`config.mk`:
```
export PLATFORM = sky130hd
export DESIGN_NAME = ring_node_adapter_flat
export DESIGN_NICKNAME = d
export VERILOG_FILES = /design/src/rtl/ring_node_adapter_pkg.sv /design/src/rtl/ring_node_adapter_if.sv /design/src/rtl/ring_node_adapter_sync_fifo.sv /design/src/rtl/ring_node_adapter.sv /design/src/flat_wrapper.sv
export SDC_FILE = /design/constraint.sdc
export NUM_CORES = 1
export LEC_CHECK = 0
export CORE_UTILIZATION = 35
export CTS_CLUSTER_SIZE = 8
export DETAILED_ROUTE_END_ITERATION = 6
export PLACE_DENSITY = 0.57
export SLEW_MARGIN = 20
export SYNTH_ARGS = -nofsm -noshare
export SYNTH_HDL_FRONTEND = slang
export SYNTH_SLANG_ARGS = --single-unit
```
`constraint.sdc`:
```
create_clock -name clk -period 6.9 [get_ports clk]
set_input_delay 2.07 -clock clk [delete_from_list [all_inputs] [get_ports clk]]
set_output_delay 2.07 -clock clk [all_outputs]
set_load 0.01 [all_outputs]
```
`src/rtl/ring_node_adapter_pkg.sv`:
```
`default_nettype none
// ============================================================================
// Module      : ring_node_adapter_pkg
// Description : Shared network definitions for the ring interconnect: node-id
//               width, memory address width and the packet format carried
//               between ring nodes.
// Ports       : none (package)
// Revision    : 1.0 - initial release
// ============================================================================
package ring_node_adapter_pkg;

  localparam int ID_SIZE = 2;    // log2 of the ring node count
  localparam int ADDR_W  = 48;   // memory address width

  typedef struct packed {
    logic [ID_SIZE-1:0] src;
    logic [ID_SIZE-1:0] dest;
    logic [ADDR_W-1:0]  memoryAddress;
  } pkt_t;

endpackage
`default_nettype wire

```
`src/rtl/ring_node_adapter_if.sv`:
```
`default_nettype none
// ============================================================================
// Module      : ring_node_adapter_if
// Description : Bundles the core request/response handshakes, the ring node
//               injection/delivery signals and the FIFO status outputs.
// Ports       : master - core + ring side (drives requests and deliveries)
//               slave  - adapter side
// Revision    : 1.0 - initial release
// ============================================================================
interface ring_node_adapter_if
  import ring_node_adapter_pkg::*;
#(
  parameter int NUM_PROC  = 4,
  parameter int INJ_DEPTH = 8,
  parameter int EJ_DEPTH  = 8
);
  localparam int DW = $clog2(NUM_PROC);
  localparam int IW = $clog2(INJ_DEPTH) + 1;
  localparam int EW = $clog2(EJ_DEPTH) + 1;

  // core request
  logic              req_valid;
  logic [DW-1:0]     req_dest;
  logic [ADDR_W-1:0] req_addr;
  logic              req_ready;
  // ring injection
  pkt_t              packetSendIn;
  logic              packetCoreIn;
  logic              recievedOut;
  // ring delivery
  logic              recieved;
  pkt_t              packetRecieved;
  // core response
  logic              resp_valid;
  logic [DW-1:0]     resp_src;
  logic [ADDR_W-1:0] resp_addr;
  logic              resp_ready;
  // status
  logic [IW-1:0]     inj_count;
  logic [EW-1:0]     ej_count;
  logic              ej_overflow;

  modport master (
    output req_valid, req_dest, req_addr, recievedOut, recieved, packetRecieved, resp_ready,
    input  req_ready, packetSendIn, packetCoreIn, resp_valid, resp_src, resp_addr,
           inj_count, ej_count, ej_overflow
  );

  modport slave (
    input  req_valid, req_dest, req_addr, recievedOut, recieved, packetRecieved, resp_ready,
    output req_ready, packetSendIn, packetCoreIn, resp_valid, resp_src, resp_addr,
           inj_count, ej_count, ej_overflow
  );

endinterface
`default_nettype wire

```
`src/rtl/ring_node_adapter_sync_fifo.sv`:
```
`default_nettype none
// ============================================================================
// Module      : sync_fifo
// Description : Single-clock FIFO with occupancy count. The head output is
//               driven from storage registers and forced to zero when empty.
//               A push into a full FIFO is taken only if a pop happens in the
//               same cycle.
// Ports       : clk, rst_l (async active-low)
//               i_push/i_din  - write request and data
//               i_pop         - remove head (ignored when empty)
//               o_dout        - head entry
//               o_full/o_empty/o_count - occupancy status
// Revision    : 1.0 - initial release
// ============================================================================
module sync_fifo #(
  parameter int WIDTH = 8,
  parameter int DEPTH = 8   // power of two, >= 2
) (
  input  wire logic                   clk,
  input  wire logic                   rst_l,
  input  wire logic                   i_push,
  input  wire logic [WIDTH-1:0]       i_din,
  input  wire logic                   i_pop,
  output logic      [WIDTH-1:0]       o_dout,
  output logic                        o_full,
  output logic                        o_empty,
  output logic      [$clog2(DEPTH):0] o_count
);
  localparam int PW = $clog2(DEPTH);
  localparam int CW = PW + 1;

  logic [WIDTH-1:0] r_mem [DEPTH];
  logic [PW-1:0]    r_wr_ptr;
  logic [PW-1:0]    r_rd_ptr;
  logic [CW-1:0]    r_count;
  logic             w_do_pop;
  logic             w_do_push;

  assign o_full    = (r_count == CW'(DEPTH));
  assign o_empty   = (r_count == '0);
  assign w_do_pop  = i_pop && !o_empty;
  assign w_do_push = i_push && (!o_full || w_do_pop);

  // Pointers wrap naturally because DEPTH is a power of two.
  always_ff @(posedge clk or negedge rst_l) begin
    if (!rst_l) begin
      r_wr_ptr <= '0;
      r_rd_ptr <= '0;
      r_count  <= '0;
    end else begin
      if (w_do_push) r_wr_ptr <= r_wr_ptr + 1'b1;
      if (w_do_pop)  r_rd_ptr <= r_rd_ptr + 1'b1;
      r_count <= r_count + CW'(w_do_push) - CW'(w_do_pop);
    end
  end

  always_ff @(posedge clk) begin
    if (w_do_push) r_mem[r_wr_ptr] <= i_din;
  end

  // Zero when empty so stale entries never leak out after reset or a drain.
  assign o_dout  = o_empty ? '0 : r_mem[r_rd_ptr];
  assign o_count = r_count;

endmodule
`default_nettype wire

```
`src/rtl/ring_node_adapter.sv`:
```
`default_nettype none
// ============================================================================
// Module      : ring_node_adapter
// Description : Connects a core to one ring node. Core requests are wrapped
//               into packets and queued in an injection FIFO whose head is
//               offered to the ring; packets delivered by the ring are queued
//               in an ejection FIFO and returned to the core as responses.
//               Deliveries cannot be stalled, so a delivery into a full
//               ejection FIFO is dropped and latched in ej_overflow.
// Ports       : clk    - interconnect clock
//               rst_l  - asynchronous active-low reset
//               bus    - request, ring and response signals (slave modport)
// Revision    : 1.0 - initial release
// ============================================================================
module ring_node_adapter
  import ring_node_adapter_pkg::*;
#(
  parameter int NUM_PROC  = 4,
  parameter int NODE_ID   = 0,
  parameter int INJ_DEPTH = 8,
  parameter int EJ_DEPTH  = 8
) (
  input wire logic           clk,
  input wire logic           rst_l,
  ring_node_adapter_if.slave bus
);
  localparam int DW    = $clog2(NUM_PROC);
  localparam int PKT_W = $bits(pkt_t);
  localparam int EJ_W  = ID_SIZE + ADDR_W;

  pkt_t             w_req_pkt;
  logic [PKT_W-1:0] w_inj_dout;
  logic             w_inj_full;
  logic             w_inj_empty;
  logic             w_inj_push;
  logic             w_inj_pop;

  logic [EJ_W-1:0]  w_ej_din;
  logic [EJ_W-1:0]  w_ej_dout;
  logic             w_ej_full;
  logic             w_ej_empty;
  logic             w_ej_pop;
  logic             w_ej_drop;
  logic             r_ej_overflow;

  // Injection path: a request addressed to this node is forwarded as-is.
  always_comb begin
    w_req_pkt               = '0;
    w_req_pkt.src           = ID_SIZE'(NODE_ID);
    w_req_pkt.dest          = ID_SIZE'(bus.req_dest);
    w_req_pkt.memoryAddress = bus.req_addr;
  end

  // req_ready looks only at occupancy, never at a same-cycle pop.
  assign bus.req_ready    = !w_inj_full;
  assign w_inj_push       = bus.req_valid && !w_inj_full;
  assign w_inj_pop        = bus.recievedOut && !w_inj_empty;
  assign bus.packetCoreIn = !w_inj_empty;
  assign bus.packetSendIn = pkt_t'(w_inj_dout);

  sync_fifo #(.WIDTH(PKT_W), .DEPTH(INJ_DEPTH)) u_inj_fifo (
    .clk     (clk),
    .rst_l   (rst_l),
    .i_push  (w_inj_push),
    .i_din   (PKT_W'(w_req_pkt)),
    .i_pop   (w_inj_pop),
    .o_dout  (w_inj_dout),
    .o_full  (w_inj_full),
    .o_empty (w_inj_empty),
    .o_count (bus.inj_count)
  );

  // Ejection path: only source and address are kept for the core.
  assign w_ej_din       = {bus.packetRecieved.src, bus.packetRecieved.memoryAddress};
  assign w_ej_pop       = bus.resp_ready && !w_ej_empty;
  assign w_ej_drop      = bus.recieved && w_ej_full && !w_ej_pop;
  assign bus.resp_valid = !w_ej_empty;
  assign bus.resp_src   = DW'(w_ej_dout[ADDR_W +: ID_SIZE]);
  assign bus.resp_addr  = w_ej_dout[ADDR_W-1:0];

  sync_fifo #(.WIDTH(EJ_W), .DEPTH(EJ_DEPTH)) u_ej_fifo (
    .clk     (clk),
    .rst_l   (rst_l),
    .i_push  (bus.recieved),
    .i_din   (w_ej_din),
    .i_pop   (w_ej_pop),
    .o_dout  (w_ej_dout),
    .o_full  (w_ej_full),
    .o_empty (w_ej_empty),
    .o_count (bus.ej_count)
  );

  always_ff @(posedge clk or negedge rst_l) begin
    if (!rst_l) begin
      r_ej_overflow <= 1'b0;
    end else if (w_ej_drop) begin
      r_ej_overflow <= 1'b1;
    end
  end

  assign bus.ej_overflow = r_ej_overflow;

endmodule
`default_nettype wire

```
`src/flat_wrapper.sv`:
```
// flat-port wrapper written by rule: the top's interface ports become plain ports
module ring_node_adapter_flat import ring_node_adapter_pkg::*;
#(
  parameter int NUM_PROC  = 4,
  parameter int NODE_ID   = 0,
  parameter int INJ_DEPTH = 8,
  parameter int EJ_DEPTH  = 8
)
  (clk, rst_l, bus_req_valid, bus_req_dest, bus_req_addr, bus_recievedOut, bus_recieved, bus_packetRecieved, bus_resp_ready, bus_req_ready, bus_packetSendIn, bus_packetCoreIn, bus_resp_valid, bus_resp_src, bus_resp_addr, bus_inj_count, bus_ej_count, bus_ej_overflow);
  ring_node_adapter_if #(.NUM_PROC(NUM_PROC), .INJ_DEPTH(INJ_DEPTH), .EJ_DEPTH(EJ_DEPTH)) bus_i ();
  input wire logic clk;
  input wire logic rst_l;
  input wire logic [$bits(bus_i.req_valid)-1:0] bus_req_valid;
  input wire logic [$bits(bus_i.req_dest)-1:0] bus_req_dest;
  input wire logic [$bits(bus_i.req_addr)-1:0] bus_req_addr;
  input wire logic [$bits(bus_i.recievedOut)-1:0] bus_recievedOut;
  input wire logic [$bits(bus_i.recieved)-1:0] bus_recieved;
  input wire logic [$bits(bus_i.packetRecieved)-1:0] bus_packetRecieved;
  input wire logic [$bits(bus_i.resp_ready)-1:0] bus_resp_ready;
  output wire logic [$bits(bus_i.req_ready)-1:0] bus_req_ready;
  output wire logic [$bits(bus_i.packetSendIn)-1:0] bus_packetSendIn;
  output wire logic [$bits(bus_i.packetCoreIn)-1:0] bus_packetCoreIn;
  output wire logic [$bits(bus_i.resp_valid)-1:0] bus_resp_valid;
  output wire logic [$bits(bus_i.resp_src)-1:0] bus_resp_src;
  output wire logic [$bits(bus_i.resp_addr)-1:0] bus_resp_addr;
  output wire logic [$bits(bus_i.inj_count)-1:0] bus_inj_count;
  output wire logic [$bits(bus_i.ej_count)-1:0] bus_ej_count;
  output wire logic [$bits(bus_i.ej_overflow)-1:0] bus_ej_overflow;
  assign bus_i.req_valid = bus_req_valid;
  assign bus_i.req_dest = bus_req_dest;
  assign bus_i.req_addr = bus_req_addr;
  assign bus_i.recievedOut = bus_recievedOut;
  assign bus_i.recieved = bus_recieved;
  assign bus_i.packetRecieved = bus_packetRecieved;
  assign bus_i.resp_ready = bus_resp_ready;
  assign bus_req_ready = bus_i.req_ready;
  assign bus_packetSendIn = bus_i.packetSendIn;
  assign bus_packetCoreIn = bus_i.packetCoreIn;
  assign bus_resp_valid = bus_i.resp_valid;
  assign bus_resp_src = bus_i.resp_src;
  assign bus_resp_addr = bus_i.resp_addr;
  assign bus_inj_count = bus_i.inj_count;
  assign bus_ej_count = bus_i.ej_count;
  assign bus_ej_overflow = bus_i.ej_overflow;
  ring_node_adapter #(.NUM_PROC(NUM_PROC), .NODE_ID(NODE_ID), .INJ_DEPTH(INJ_DEPTH), .EJ_DEPTH(EJ_DEPTH)) u_core (.clk(clk), .rst_l(rst_l), .bus(bus_i));
endmodule
```
# Word-level counts from Yosys, hierarchy flattened
# Memory sizes are Yosys's and may differ from the RTL's.
# Index checks and enable logic that the tools add are counted.
# totals
wordCells	43
mem_bits_rw	800
n_memories	2
register_bits	21
out_inout_bits	114
in_bits	108
# classes
n_addsub	8
mux	6
eq_ne	2
n_reduce_logical	18
# memory_table
memory	depth	word_bits	read_ports	rd_ports_with_merged_regs	write_ports	line	rtl
u_core.u_ej_fifo.r_mem	8	50	1	0	1	ring_node_adapter_sync_fifo.sv:32	logic [WIDTH-1:0] r_mem [DEPTH];
u_core.u_inj_fifo.r_mem	8	50	1	0	1	ring_node_adapter_sync_fifo.sv:32	
# op_table
operator	n
two-way mux 52 bit	1
two-way mux 50 bit	1
adder 3 x 1 -> 3 bit (second input constant)	4
logical AND 1 bit	9
adder 4 x 1 -> 4 bit	2
== test 4 bit (second input constant)	2
logical NOT 4 bit	2
subtractor 4 x 1 -> 4 bit	2
logical NOT 1 bit	5
two-way mux 1 bit	4
logical OR 1 bit	2

# Depth between registers and ports, before layout
# depth
depth_word	8
ltp_mapped	12
ltp_nobuf	11

# Cells and area by module
# Synthesis repeated with hierarchy kept, for this count alone.
# hier_totals
hier_cells	1320
area_unflattened_um2	31996.9
# modules_own_cells
module	n_inst	cells_each	seq_area_each_um2	area_each_um2
sync_fifo at u_core.u_inj_fifo	1	667	12742.2	16341.9
sync_fifo at u_core.u_ej_fifo	1	643	12261.8	15573.7
ring_node_adapter	1	10	25.0	81.3

# Least setup slack after synthesis
# OpenSTA, ideal clock, no wires.
# synth_timing
path_kind	input -> register
from	in bus_resp_ready
to	mem u_core.u_ej_fifo.r_mem[0][0] in the netlist's numbering, enable pin
cell_stages	3
arrival_ns	7.173
required_ns	6.319
n_path_buf	0
slack_ns	-0.855
setup_time_ns	0.581
path_cell_list	nor2b_1 -> o31ai_4 -> nor4_1
# synth_between
elab_chain_cells	6
# synth_rtl
element	line	rtl
from (decl)	flat_wrapper.sv:19	input wire logic [$bits(bus_i.resp_ready)-1:0] bus_resp_ready;
logical AND 1 bit	ring_node_adapter.sv:75	assign w_ej_pop = bus.resp_ready && !w_ej_empty;
logical AND 1 bit	ring_node_adapter_sync_fifo.sv:41	assign w_do_pop = i_pop && !o_empty;
logical OR 1 bit	ring_node_adapter_sync_fifo.sv:42	assign w_do_push = i_push && (!o_full || w_do_pop);
logical AND 1 bit	ring_node_adapter_sync_fifo.sv:42	
two-way mux 1 bit	ring_node_adapter_sync_fifo.sv:58	if (w_do_push) r_mem[r_wr_ptr] <= i_din;
two-way mux 1 bit (implied by the code)	ring_node_adapter_sync_fifo.sv:58	
to (decl)	ring_node_adapter_sync_fifo.sv:32	
# Every way passes these cells.

# Worst setup path after layout
# layout_timing
from	reg u_core.u_inj_fifo.r_count[2] (netlist: u_core.u_inj_fifo.o_count[2])
to	out bus_packetSendIn[32]
# layout_between
elab_chain_cells	2
# layout_rtl
element	line	rtl
from (decl)	ring_node_adapter_sync_fifo.sv:35	logic [CW-1:0] r_count;
from (signal assigned)	ring_node_adapter_sync_fifo.sv:53	r_count <= r_count + CW'(w_do_push) - CW'(w_do_pop);
logical NOT 4 bit	ring_node_adapter_sync_fifo.sv:40	assign o_empty = (r_count == '0);
two-way mux 52 bit	ring_node_adapter_sync_fifo.sv:62	assign o_dout = o_empty ? '0 : r_mem[r_rd_ptr];
to (decl)	flat_wrapper.sv:21	output wire logic [$bits(bus_i.packetSendIn)-1:0] bus_packetSendIn;
# Every way passes these cells.

==> PnR_summary.wiki <==
{| class="wikitable"
! Metric !! Value
|-
| Non-filler instance count after layout || 2,782
|-
| Antenna violations before repair || 6
|-
| Cell area after synthesis || 0.0311 sq mm
|-
| Proportion of layout cells with a drive suffix above 1 || 0.239
|-
| Number of warnings reported in the yosys synthesis log || 0
|-
| Effective utilization at floorplan || 0.356
|-
| Largest vdd supply drop || 0.328 mV
|-
| Maximum level of the CTS H-tree || 3
|-
| # nets final || between 1,500 and 2,000
|-
| Count of antenna diodes in the layout || 0
|-
| Sink of the worst hold path || u_core.bus.ej_overflow$_DFFE_PN0P_
|-
| Number of max-slew violations in the final report || 0
|-
| Die height || 300 um
|-
| Die Area || about 0.09 sq mm
|-
| Hold-fix buffer count after cts || 0
|-
| Reg2reg setup slack || roughly 4 ns
|-
| Resize count post-CTS || 0
|-
| Post-CTS setup buffer count || 0
|-
| Avg WL per Cell || 24.2 um
|-
| Worst Path Required || 4.83 ns
|-
| Iteration count of the initial detailed-routing pass || 5
|-
| Cell Pwr Density || 450 mW/mm^2
|-
| Wire length of the first global-routing pass || 100,000 um
|-
| Total GRT Usage || 0.151
|-
| Nature of the critical path startpoint || flip-flop
|-
| Most area-consuming cells after synthesis || sky130_fd_sc_hd__edfxtp_1 (77%), sky130_fd_sc_hd__mux4_2 (14%), sky130_fd_sc_hd__a22o_1 (2.8%)
|-
| Number of routed nets with antenna violations || 0
|-
| Critical Path Sink Type || output port
|-
| Num Clock Sinks || 821
|-
| Vias per cell || between 5 and 6
|-
| HPWL after DPL || about 36,000 um
|-
| Layout Skew || 0.0130 ns
|-
| Number of distinct standard cells referenced by the synthesized netlist || 36
|-
| Startpoint of the worst register-to-register path || u_core.u_ej_fifo.o_count[2]$_DFF_PN0_
|-
| Critical R2R Capture || u_core.u_ej_fifo.r_mem[7][9]$_DFFE_PP_
|-
| Total length of routed wires || 67,400 um
|-
| Slew of the pin with the lowest slew margin || about 1.1 ns
|-
| Cell at the root of the clock tree || sky130_fd_sc_hd__clkbuf_16
|-
| Placed cells || 2,630
|-
| Synthesis-stage register bit count || around 800
|-
| Core area || just under 0.09 sq mm
|-
| Final worst path period share || 0.806
|-
| Layout overhead on the synthesized area || 21.6%
|-
| First-iteration detailed-routing DRC count || 839
|-
| Mean cell area of the mapped netlist || between 20 and 25 sq um
|-
| CTS tree || built
|-
| Cell count of the worst reg-to-reg path || 6
|-
| Highest clock frequency the design can meet || 0.180 GHz
|-
| Vias || ~14,000
|-
| Setup tns final || 0 ns
|-
| Slew HR || 0.266
|-
| Pin count of the biggest net entering global routing || 70
|-
| DR DRC count || 0
|-
| PortBufs || ~220
|-
| Number of buffers added by the clock tree synthesis step || 112
|-
| Clock latency reported for the late side of the worst-skew pair || 0.66 ns
|-
| Min cycle time layout || 5.56 ns
|-
| Cell type with the highest aggregate area in the netlist || sky130_fd_sc_hd__edfxtp_1
|-
| Die W || 300 um
|-
| Maximum root-to-sink buffer count || 3
|-
| Cell depth of the worst min-delay path || 1
|-
| Part of the Yosys area used for sequential elements || 0.789
|-
| Tightest hold margin || approximately 0.46 ns
|-
| Critical hold path startpoint || u_core.bus.ej_overflow$_DFFE_PN0P_
|-
| Max-cap violation count || 0
|-
| Number of standard cells after synthesis || 1,292
|-
| Final hold viol count || 0
|-
| Arrival time reported for the critical path endpoint || between 3 and 4 ns
|-
| Maximum fanout encountered on the critical timing path || 42
|-
| Result of the run || complete, no violations
|-
| Portion of synthesized cell area occupied by the leading cell type || 0.772
|-
| GP Congestion || just under 0.7
|-
| Total setup violations reported at the end of the flow || 0
|-
| Via count of the first global-routing pass || 15,600
|-
| Overflow after GRT || 0
|-
| Power Total || 17,000 uW
|-
| Boundary Pins || around 220
|-
| Class of the most critical hold timing path || flip-flop to flip-flop
|-
| Critical Setup Path Class || flip-flop to output port
|-
| RSZ-0062 raised after global routing || false
|-
| Clock transition at path regs || ~0.05 ns
|-
| Leakage dissipation || 0.0121 uW
|-
| FP Rows || 108
|-
| Layout fillers || 7,447
|}
==> cell usage after synthesis <==
cell                       count
sky130_fd_sc_hd__nor2_1       10
sky130_fd_sc_hd__a31oi_1       1
sky130_fd_sc_hd__ha_1         16
sky130_fd_sc_hd__or3b_2        1
sky130_fd_sc_hd__or2_2         1
sky130_fd_sc_hd__and2_4        1
sky130_fd_sc_hd__nand2b_1      5
sky130_fd_sc_hd__nor4_1        1
sky130_fd_sc_hd__xnor2_1       8
sky130_fd_sc_hd__mux4_2      200
sky130_fd_sc_hd__xor2_1        4
sky130_fd_sc_hd__a22o_1      100
sky130_fd_sc_hd__nand2_1       6
sky130_fd_sc_hd__mux2_2        4
sky130_fd_sc_hd__a21o_1        2
sky130_fd_sc_hd__edfxtp_1    800
sky130_fd_sc_hd__buf_4         4
sky130_fd_sc_hd__fa_1          2
sky130_fd_sc_hd__nand3_1       4
sky130_fd_sc_hd__or3b_1        1
sky130_fd_sc_hd__nand3b_1      1
sky130_fd_sc_hd__o31ai_4       1
sky130_fd_sc_hd__o311ai_0      1
sky130_fd_sc_hd__conb_1        1
sky130_fd_sc_hd__buf_6        16
sky130_fd_sc_hd__dfrtp_1      21
sky130_fd_sc_hd__buf_1        10
sky130_fd_sc_hd__a21oi_1       3
sky130_fd_sc_hd__nor3_1        6
sky130_fd_sc_hd__a41o_1        1
sky130_fd_sc_hd__or3b_4        1
sky130_fd_sc_hd__nor2b_1       2
sky130_fd_sc_hd__inv_1        15
sky130_fd_sc_hd__buf_2        25
sky130_fd_sc_hd__and2_1        1
sky130_fd_sc_hd__clkbuf_1     16
==> worst max-delay path by stage <==
stage | start | to | slack, ns | cells after the start
finish | u_core.u_inj_fifo.o_count[2]$_DFF_PN0_ | bus_packetSendIn[32] | 1.34 | 7
global route | u_core.u_inj_fifo.r_rd_ptr[0]$_DFFE_PN0N_ | bus_packetSendIn[22] | 1.14 | 4
CTS | u_core.u_inj_fifo.o_count[2]$_DFF_PN0_ | bus_packetSendIn[32] | 1.24 | 7
detailed placement | bus_resp_ready | u_core.u_ej_fifo.r_mem[7][49]$_DFFE_PP_ | 1.88 | 5
global placement | bus_resp_ready | u_core.u_ej_fifo.r_mem[7][49]$_DFFE_PP_ | 1.96 | 5
floorplan | bus_resp_ready | u_core.u_ej_fifo.r_mem[1][0]$_DFFE_PP_ | 0.38 | 3
==> registers in the layout, summed over array words and instances (netlist names) <==
name and count:
u_core.u_ej_fifo.r_mem 400, u_core.u_inj_fifo.r_mem 400, u_core.u_ej_fifo.o_count 4, u_core.u_inj_fifo.o_count 4, u_core.u_ej_fifo.r_rd_ptr 3, u_core.u_ej_fifo.r_wr_ptr 3, u_core.u_inj_fifo.r_rd_ptr 3, u_core.u_inj_fifo.r_wr_ptr 3
u_core.bus.ej_overflow 1
==> final cells by class <==
type,count,area [sq um],area share
multi-input cells,386,6210,0.164
repair buffers,253,2490,0.0659
clock buffers,147,2990,0.0789
well taps,1155,1450,0.0382
clock inverters,5,76.3,0.00202
flip-flops and latches,821,24600,0.649
inverters,15,56.3,0.00149
==> metrics by stage <==
stage | util | cell area [sq um] | setup slack [ns]
floorplan | - | 31100 | 0.384
global placement | 0.398 | 34800 | 1.96
detailed placement | 0.398 | 34800 | 1.88
CTS | 0.433 | 37800 | 1.24
global route | 0.433 | 37800 | 1.14
finish | 0.433 | 37800 | 1.34
==> where the power goes <==
| group | internal (uW) | leakage [uW] | total, uW | switching [uW] |
|---|---|---|---|---|
| Combinational | 2780 | 0.00313 | 5380 | 2600 |
| Sequential | 6310 | 0.00750 | 6770 | 456 |
| Clock | 2950 | 0.00148 | 4870 | 1920 |
| Total | 12000 | 0.0121 | 17000 | 4970 |
==> kinds of logic after synthesis <==
family	share of synthesized area
AND/OR/NAND/NOR	0.00700
other	0.000121
adder cells (fa/ha/maj)	0.00772
buffers and inverters	0.0157
XOR/XNOR	0.00338
multiplexers	0.146
AO/OA/AOI/OAI	0.0306
flip-flops	0.789
==> layout by cell type, fill, tap and decap left out, types with 2 or more instances in the layout <==
master / n
sky130_fd_sc_hd__clkbuf_1: 32
sky130_fd_sc_hd__ha_1: 16
sky130_fd_sc_hd__buf_12: 4
sky130_fd_sc_hd__fa_1: 2
sky130_fd_sc_hd__inv_1: 15
sky130_fd_sc_hd__mux4_2: 200
sky130_fd_sc_hd__edfxtp_1: 800
sky130_fd_sc_hd__xor2_1: 4
sky130_fd_sc_hd__buf_4: 32
sky130_fd_sc_hd__a21oi_1: 2
sky130_fd_sc_hd__xnor2_1: 8
sky130_fd_sc_hd__inv_6: 3
sky130_fd_sc_hd__dfrtp_1: 17
sky130_fd_sc_hd__nor2_4: 9
sky130_fd_sc_hd__conb_1: 2
sky130_fd_sc_hd__dfrtp_4: 4
sky130_fd_sc_hd__nand2_1: 6
sky130_fd_sc_hd__nor3_2: 6
sky130_fd_sc_hd__mux2_2: 4
sky130_fd_sc_hd__clkbuf_16: 114
sky130_fd_sc_hd__nand2b_1: 5
sky130_fd_sc_hd__clkdlybuf4s50_1: 217
sky130_fd_sc_hd__a21o_1: 2
sky130_fd_sc_hd__nand3_1: 4
sky130_fd_sc_hd__and2_4: 2
sky130_fd_sc_hd__a22o_1: 100
==> per-layer routing <==
metal  vias up  share of wire  global-route usage  wire (um)
met4        12          0.021              0.0414       1410
met3       114          0.063              0.0442       4220
li1       6117              -                   -          -
met2       383           0.51               0.259      34300
met1      7543           0.41               0.187      27400
met5         -         0.0013                   0         89
==> critical path, stage by stage, from the launching register on <==
cell,delay [ns]
sky130_fd_sc_hd__dfrtp_1,0.36
sky130_fd_sc_hd__inv_1,0.08
sky130_fd_sc_hd__ha_1,0.20
sky130_fd_sc_hd__or3b_1,0.26
sky130_fd_sc_hd__nor2b_4,0.41
sky130_fd_sc_hd__buf_4,0.61
sky130_fd_sc_hd__a22o_1,0.29
sky130_fd_sc_hd__clkdlybuf4s50_1,0.56
No activity file was read; power rests on OpenSTA's default activity.
